==> src/rtl/serial_tx_param.sv <==
// Serial frame transmitter: start sequence then MSB-first payload, done pulse, optional idle gap.
// Define TRANS_PARITY_EN to append an even-parity bit after the payload.
module serial_tx_param #(
  parameter int                 DATA_W    = 55,
  parameter int                 SEQ_W     = 6,
  parameter logic [SEQ_W-1:0]   START_SEQ = 6'b011111,
  parameter int                 GAP       = 0,
  parameter int                 CNT_W     = 8
) (
  input  logic              clk,
  input  logic              rst,
  input  logic [DATA_W-1:0] tx_data,
  input  logic              start,
  output logic              ready,
  output logic              done,
  output logic              s_data
);

`ifdef TRANS_PARITY_EN
  typedef enum logic [2:0] {ST_IDLE, ST_SEQ, ST_DATA, ST_PAR, ST_DONE, ST_GAP} state_t;
`else
  typedef enum logic [2:0] {ST_IDLE, ST_SEQ, ST_DATA, ST_DONE, ST_GAP} state_t;
`endif

  localparam logic [CNT_W-1:0] SEQ_CNT  = CNT_W'(SEQ_W);
  localparam logic [CNT_W-1:0] DATA_CNT = CNT_W'(DATA_W);
  localparam logic [CNT_W-1:0] GAP_CNT  = CNT_W'(GAP);
  localparam logic [CNT_W-1:0] CNT_ONE  = CNT_W'(1);

  state_t              state_q, state_d;
  logic [CNT_W-1:0]    cnt_q, cnt_d;
  logic [SEQ_W-1:0]    seq_sr_q, seq_sr_d;
  logic [DATA_W-1:0]   data_sr_q, data_sr_d;
  logic                sdat_d;
`ifdef TRANS_PARITY_EN
  logic                par_q, par_d;
`endif

  always_comb begin
    state_d   = state_q;
    cnt_d     = cnt_q;
    seq_sr_d  = seq_sr_q;
    data_sr_d = data_sr_q;
    sdat_d    = 1'b0;
`ifdef TRANS_PARITY_EN
    par_d     = par_q;
`endif
    unique case (state_q)
      ST_IDLE: begin
        // The first sequence bit goes out on the accept edge itself.
        if (start && ready) begin
          state_d   = ST_SEQ;
          cnt_d     = SEQ_CNT;
          seq_sr_d  = START_SEQ << 1;
          data_sr_d = tx_data;
          sdat_d    = START_SEQ[SEQ_W-1];
`ifdef TRANS_PARITY_EN
          par_d     = ^tx_data;
`endif
        end
      end
      ST_SEQ: begin
        if (cnt_q == CNT_ONE) begin
          state_d   = ST_DATA;
          cnt_d     = DATA_CNT;
          sdat_d    = data_sr_q[DATA_W-1];
          data_sr_d = data_sr_q << 1;
        end else begin
          cnt_d    = cnt_q - CNT_ONE;
          sdat_d   = seq_sr_q[SEQ_W-1];
          seq_sr_d = seq_sr_q << 1;
        end
      end
      ST_DATA: begin
        if (cnt_q == CNT_ONE) begin
          cnt_d = '0;
`ifdef TRANS_PARITY_EN
          state_d = ST_PAR;
          sdat_d  = par_q;
`else
          state_d = ST_DONE;
`endif
        end else begin
          cnt_d     = cnt_q - CNT_ONE;
          sdat_d    = data_sr_q[DATA_W-1];
          data_sr_d = data_sr_q << 1;
        end
      end
`ifdef TRANS_PARITY_EN
      ST_PAR: state_d = ST_DONE;
`endif
      ST_DONE: begin
        if (GAP == 0) begin
          state_d = ST_IDLE;
        end else begin
          state_d = ST_GAP;
          cnt_d   = GAP_CNT;
        end
      end
      ST_GAP: begin
        if (cnt_q == CNT_ONE) begin
          state_d = ST_IDLE;
          cnt_d   = '0;
        end else begin
          cnt_d = cnt_q - CNT_ONE;
        end
      end
      default: begin
        state_d = ST_IDLE;
        cnt_d   = '0;
      end
    endcase
  end

  // Control and outputs: registered from next state so they align with s_data.
  always_ff @(posedge clk) begin
    if (rst) begin
      state_q <= ST_IDLE;
      cnt_q   <= '0;
      ready   <= 1'b0;
      done    <= 1'b0;
      s_data  <= 1'b0;
    end else begin
      state_q <= state_d;
      cnt_q   <= cnt_d;
      ready   <= (state_d == ST_IDLE);
      done    <= (state_d == ST_DONE);
      s_data  <= sdat_d;
    end
  end

  // Shift registers are reloaded on every accept, so they carry no reset.
  always_ff @(posedge clk) begin
    seq_sr_q  <= seq_sr_d;
    data_sr_q <= data_sr_d;
`ifdef TRANS_PARITY_EN
    par_q     <= par_d;
`endif
  end

endmodule

==> config.mk <==
export PLATFORM = sky130hd
export DESIGN_NAME = serial_tx_param
export DESIGN_NICKNAME = d
export VERILOG_FILES = /design/src/rtl/serial_tx_param.sv
export SDC_FILE = /design/constraint.sdc
export NUM_CORES = 1
export LEC_CHECK = 0
export ABC_CLOCK_PERIOD_IN_PS = 6810
export CAP_MARGIN = 5
export CORE_ASPECT_RATIO = 0.9
export CORE_UTILIZATION = 50
export CTS_CLUSTER_DIAMETER = 50
export CTS_CLUSTER_SIZE = 12
export DETAILED_ROUTE_END_ITERATION = 8
export HOLD_SLACK_MARGIN = 0.12
export PLACE_DENSITY = 0.84
export SLEW_MARGIN = 0
export SYNTH_ARGS = -nofsm -noshare
export SYNTH_HDL_FRONTEND = slang
export SYNTH_SLANG_ARGS = --single-unit
export TNS_END_PERCENT = 20
==> constraint.sdc <==
create_clock -name clk -period 6.81 [get_ports clk]
set_clock_uncertainty 0.1 [all_clocks]
set_input_delay 1.7025 -clock clk [delete_from_list [all_inputs] [get_ports clk]]
set_output_delay 1.7025 -clock clk [all_outputs]
set_load 0.01 [all_outputs]
==> run_results.csv, run 1 <==
group,metric,value,unit
run_status,outcome,"completed",
clock_tree,clk_pin_slew,0.07,ns
routing,wire_per_inst,15.27,microns
final_layout,nets,355,
clock_tree,clk_latency,0.35,ns
yosys,synth-edff-count,60,
final_layout,fillCellCount,451,
timing,worstMarginPinSlew,0.8920,ns
timing,finalSetupViolations,0,
yosys,synthArstFlopShare,0,
critical_path,slowest_stage,"buf_4",
placed_design,dp_slack,3.115,ns
timing,fin_tns_setup,0,ns
yosys,synth_area,0.003334,sq mm
placed_design,post-dp-hpwl,3859,microns
critical_path,r2r_cells,6,
die,coreArea,0.006284,sq mm
critical_path,worstPathMaxFanout,55,
clock_tree,clockBufferDepth,2,
yosys,yosys-top-cells-area,"edfxtp_1 (54%), mux2_2 (18%), dfxtp_1 (8.4%)",
global_route,grt_overflow_total,0,
yosys,ys_ff_latch,74,
die,dieArea,0.007000,sq mm
critical_path,critical-path-max-stage-delay,0.55,ns
timing,rsz0062_at_grt,"no",
global_route,track_usage,0.1822,
timing,setup_ws,3.495,ns
routing,post_drt_via_cell_ratio,5.393,
yosys,synth-warning-count,0,
yosys,yosys-top-cells-count,"edfxtp_1 (60), mux2_2 (54), a21oi_1 (14), dfxtp_1 (14), nand2_1 (8)",
hold_path,hold_depth,1,
clock_tree,hold_buffers,0,
clock_tree,htree_levels,3,
clock_tree,postCtsSetupBuffers,0,
die,rows,27,
critical_path,required,6.69,ns
die,io_pins,61,
clock_tree,numCtsBuffers,9,
die,die_w,88.08,microns
critical_path,crit_type,"in2reg",
yosys,synth_top_area_cell,"edfxtp_1",
global_route,antenna_found_initial,0,
pwr,max-vdd-ir-drop,0.1634,mV
routing,drt_wl_total,5909,microns
timing,fin_crit,3.315,ns
timing,relSlewSlack,0.3969,
critical_path,crit_path_end_kind,"flip-flop",
die,die_h,79.47,microns
placed_design,gp_congestion,0.8464,
timing,period_share,0.4868,
yosys,seq_area_frac_synth,0.6244,
job,drv_cap,0,
yosys,ys.flop_type,"edfxtp_1",
routing,ant_nets,0,
critical_path,crit_arrival,3.20,ns
routing,vias,2087,
timing,max_freq,301.7,MHz
die,initial_utilization,0.5307,
hold_path,min_path_type,"reg2reg",
final_layout,drive_gt1_frac,0.2667,
global_route,grt_max_degree,56,
yosys,synth_top_area_share,0.5403,
global_route,grt_pass1_wl,9301,microns
clock_tree,cts_num_sinks,74,
pwr,power_density,284.5,mW/mm^2
final_layout,final_cell_area,0.004237,sq mm
yosys,syn_nets,294,
routing,drc,0,
pwr,power.total,1205,uW
yosys,synth_cell_types,42,
critical_path,cp_cell_sequence,"clkdlybuf4s50_1 > a211o_2 > and4b_2 > buf_4",
clock_tree,cts_root_buffer,"clkbuf_8",
critical_path,setup.worst_path.start_class,"input port",
yosys,synth_most_common_cell,"edfxtp_1",
yosys,avgSynthCellArea,14.25,sq um
timing,drv_slew,0,
placed_design,placedInstanceArea,0.004011,sq mm
routing,dr.pass1.iters,4,
pwr,p_leak,0.001453,uW
clock_tree,cts_resized,0,
clock_tree,cts_tree,"built",
placed_design,numPortBuffers,60,
final_layout,diodes,0,
final_layout,syn_to_final_growth,27.05,%
timing,hold_viol_final,0,
global_route,first_global_vias,1972,
yosys,syn-instance-count,234,
routing,drt_iter0_drc,128,
## layout by cell type, fill, tap and decap left out, drive strengths merged, types with 2 or more instances in the layout
cell type	instances
a211oi	2
a31oi	5
dfxtp	14
o21ai	7
buf	2
bufinv	2
nor3b	3
xor2	3
nor3	7
nand2b	5
a21oi	14
inv	6
or4b	2
or3	3
mux2	54
nand3	3
o21a	2
clkbuf	9
ha	2
nor4	2
clkinv	3
clkdlybuf4s50	60
or3b	2
nand2	8
nor2	5
edfxtp	60
## cells by family after synthesis
group / synth area share
xor gates and xnor gates: 0.01051
DFF: 0.6244
muxes: 0.1854
adders and majority gates: 0.007503
AOI/OAI and AO/OA: 0.06642
buffers and inverters: 0.02139
and+or+nand+nor: 0.08443
## registers in the layout, indices dropped and copies added (netlist names)
register,flops
s_data,1
data_sr_q,55
seq_sr_q,5
done,1
state_q,3
cnt_q,8
ready,1
## final timing paths
path | slack [ns] | startpoint | end
setup / recovery | 3.50 | start | data_sr_q[35]$_DFFE_PP_
hold / removal | 0.41 | seq_sr_q[3]$_SDFFCE_PN1P_ | seq_sr_q[4]$_SDFFCE_PN1P_
setup reg to reg | 3.65 | cnt_q[0]$_SDFFE_PP0P_ | data_sr_q[35]$_DFFE_PP_
hold reg to reg | 0.41 | seq_sr_q[3]$_SDFFCE_PN1P_ | seq_sr_q[4]$_SDFFCE_PN1P_
## worst max-delay path: cells and delay by family
family / cells / cell delay, ns
buf+inv: 2 / 1.09
simple gates: 1 / 0.21
compound gates: 1 / 0.17
## metrics by stage
step	hold slack (ns)	utilization	cells
finish	0.4105	0.6742	387
global route	0.4305	0.6742	387
CTS	0.4113	0.6742	387
detailed placement	0.4006	0.6384	371
global placement	0.3829	0.6384	371
floorplan	0.3542	-	234
## final cells by class
| type | instances | area (sq um) | area share |
|---|---|---|---|
| Timing Repair Buffer | 62 | 615.6 | 0.1453 |
| Sequential cell | 74 | 2082 | 0.4914 |
| Clock buffer | 9 | 123.9 | 0.02924 |
| Inverter | 4 | 15.01 | 0.003544 |
| Multi-Input combinational cell | 144 | 1190 | 0.2809 |
| Tap cell | 87 | 108.9 | 0.02569 |
| Clock inverter | 7 | 101.3 | 0.02392 |
## per-layer routing
layer	part of all wire	wire length, microns	track usage	vias up
met4	0.0078	46	0.05323	0
met1	0.48	2824	0.2472	992
li1	-	-	-	1022
met3	0.065	382	0.06929	6
met5	0	0	0	-
met2	0.45	2655	0.2729	67
## where the power goes
part | leakage, uW | internal (uW) | switching, uW | total [uW]
logic | 0.000673 | 115 | 110 | 225
registers | 0.000667 | 573 | 29.5 | 602
clock network | 0.000113 | 210 | 168 | 378
total | 0.00145 | 898 | 308 | 1210
Power figures use the tool's default switching activity.
==> run 2, diff against run 1 <==
--- a/config.mk
+++ b/config.mk
@@ -5,15 +5,15 @@
 export SDC_FILE = /design/constraint.sdc
 export NUM_CORES = 1
 export LEC_CHECK = 0
-export ABC_CLOCK_PERIOD_IN_PS = 6810
+export ABC_CLOCK_PERIOD_IN_PS = 2850
 export CAP_MARGIN = 5
 export CORE_ASPECT_RATIO = 0.9
-export CORE_UTILIZATION = 50
+export CORE_UTILIZATION = 47
 export CTS_CLUSTER_DIAMETER = 50
 export CTS_CLUSTER_SIZE = 12
 export DETAILED_ROUTE_END_ITERATION = 8
 export HOLD_SLACK_MARGIN = 0.12
-export PLACE_DENSITY = 0.84
+export PLACE_DENSITY = 0.83
 export SLEW_MARGIN = 0
 export SYNTH_ARGS = -nofsm -noshare
 export SYNTH_HDL_FRONTEND = slang
==> constraint.sdc (replaced) <==
create_clock -name clk -period 2.85 [get_ports clk]
set_clock_uncertainty 0.1 [all_clocks]
set_input_delay 0.7125 -clock clk [delete_from_list [all_inputs] [get_ports clk]]
set_output_delay 0.7125 -clock clk [all_outputs]
set_load 0.01 [all_outputs]
==> run 2 against run 1 <==
  * Global-route usage fell by 1.0 points
  * Highest routed layer unchanged
  * Largest power group unchanged
  * Hold slack got worse by 0.0078 ns
  * Critical path type is now reg2reg
  * Worst setup slack got worse by 3.1 ns
  * Clock power rose by 100%
  * Sequential share of layout area fell by 0.57 points
  * Utilization fell by 3.7 points
  * Sequential cell count did not move
  * Via count rose by 1.1%
  * Final area rose by 1.2%
  * First-iteration DRC count fell by 4.7%
  * Sequential power rose by 140%
==> run_results.csv, run 2 (synthesized netlist as in run 1, its figures left out) <==
group,metric,value,unit
die,io_pins,61,
pwr,max-vdd-ir-drop,0.3460,mV
clock_tree,cts_root_buffer,"clkbuf_8",
die,die_h,81.91,microns
routing,drt_iter0_drc,122,
timing,fin_tns_setup,0,ns
final_layout,drive_gt1_frac,0.2801,
final_layout,final_cell_area,0.004287,sq mm
final_layout,top_register,"data_sr_q",
pwr,power_density,653.3,mW/mm^2
global_route,grt_overflow_total,0,
critical_path,cp_cell_sequence,"ha_1 > nor4b_1 > nand2_1 > nand2_1 > and4b_4 > buf_4",
final_layout,syn_to_final_growth,28.56,%
clock_tree,clk_latency,0.34,ns
timing,max_freq,415.2,MHz
clock_tree,cts_resized,0,
timing,worstMarginPinSlew,0.6695,ns
clock_tree,cts_num_sinks,74,
placed_design,placedInstanceArea,0.004103,sq mm
critical_path,critical-path-max-stage-delay,0.45,ns
critical_path,setup.worst_path.start_class,"flip-flop",
pwr,power.total,2800,uW
clock_tree,htree_levels,3,
timing,rsz0062_at_grt,"no",
clock_tree,postCtsSetupBuffers,0,
die,dieArea,0.007436,sq mm
critical_path,slowest_stage,"and4b_4",
global_route,grt_max_degree,55,
die,initial_utilization,0.4957,
critical_path,crit_type,"reg2reg",
final_layout,nets,363,
critical_path,crit_path_end_kind,"flip-flop",
critical_path,required,2.80,ns
global_route,antenna_found_initial,0,
routing,drc,0,
timing,drv_slew,0,
routing,drt_wl_total,6043,microns
clock_tree,numCtsBuffers,9,
critical_path,worstPathMaxFanout,17,
placed_design,gp_congestion,0.8485,
die,rows,28,
die,die_w,90.79,microns
final_layout,final_cell_mix,"edfxtp_1 (60), clkdlybuf4s50_1 (60), mux2_2 (54), a21oi_1 (14), dfxtp_1 (14)",
timing,period_share,0.8451,
placed_design,dpl.cell_count,382,
clock_tree,cts_tree,"built",
global_route,first_global_vias,1960,
timing,hold_viol_final,0,
job,drv_cap,0,
routing,vias,2109,
final_layout,instances_no_fill,397,
final_layout,fillCellCount,511,
die,coreArea,0.006726,sq mm
routing,ant_nets,0,
clock_tree,clk_pin_slew,0.07,ns
clock_tree,clockBufferDepth,2,
pwr,p_leak,0.001482,uW
routing,post_drt_via_cell_ratio,5.312,
final_layout,top_regs,"data_sr_q (55), cnt_q (8), seq_sr_q (5)",
placed_design,numPortBuffers,60,
routing,wire_per_inst,15.22,microns
critical_path,crit_arrival,2.36,ns
clock_tree,hold_buffers,0,
timing,relSlewSlack,0.5537,
timing,finalSetupViolations,0,
final_layout,largest_register_ff_count,55,
hold_path,min_path_type,"reg2reg",
global_route,grt_pass1_wl,9666,microns
placed_design,post-dp-hpwl,4209,microns
routing,dr.pass1.iters,4,
run_status,outcome,"completed",
final_layout,utilization,0.6373,
timing,fin_crit,2.408,ns
final_layout,diodes,0,
critical_path,cp_common_cell,"nand2_1",
global_route,track_usage,0.1720,
-- run 2: cell count changes in the layout (fill, tap and decap cells not counted) --
cell / before / now
buf_4: 2 / 8
buf_12: 0 / 2
and4b_2: 1 / 0
and4b_4: 0 / 1
bufinv_16: 2 / 1
clkbuf_1: 0 / 1
clkinv_2: 0 / 1
inv_6: 1 / 0
inv_8: 1 / 0
-- run 2: final timing paths --
check,startpoint,depth (start not counted),endpoint,slack [ns]
hold / removal,cnt_q[7]$_SDFFE_PP0P_,1,cnt_q[7]$_SDFFE_PP0P_,0.40
setup / recovery,cnt_q[0]$_SDFFE_PP0P_,6,data_sr_q[5]$_DFFE_PP_,0.44
setup reg to reg,cnt_q[0]$_SDFFE_PP0P_,6,data_sr_q[5]$_DFFE_PP_,0.44
hold reg to reg,cnt_q[7]$_SDFFE_PP0P_,1,cnt_q[7]$_SDFFE_PP0P_,0.40
-- run 2: routing by layer --
layer	vias up	share of wire	GRT usage
met4	0	0.010	0.06667
met3	6	0.058	0.04352
met5	-	0	0
li1	1037	-	-
met1	1000	0.47	0.2357
met2	66	0.46	0.2652
-- run 2: cell type report --
class	count	area, sq um	area share
clock inverter	5	56.30	0.01313
timing repair buffer	70	700.7	0.1635
multi-input combinational	144	1192	0.2782
sequential	74	2082	0.4857
clock buffer	10	127.6	0.02977
inverter	4	15.01	0.003503
tap	90	112.6	0.02627
-- run 2: power by group --
part	internal, uW	total [uW]	switching [uW]
Sequential	1370	1440	70.0
Combinational	317	594	277
Clock	398	770	372
Total	2080	2800	718
-- run 2: worst max-delay path, delay by kind of cell, from the launching register on --
family                     cells  cell delay (ns)
and+or+nand+nor                4             1.20
buffers and inverters          1             0.22
DFF                            1             0.40
adders and majority gates      1             0.18
-- run 2: metrics by stage --
step / hold WS (ns) / setup WS [ns]
after CTS: 0.4029 / 0.4246
final: 0.4028 / 0.4416
after detailed placement: 0.3899 / 0.3455
after global placement: 0.3798 / 0.3618
after floorplan: 0.3542 / 0.2177
after global routing: 0.4199 / 0.2734
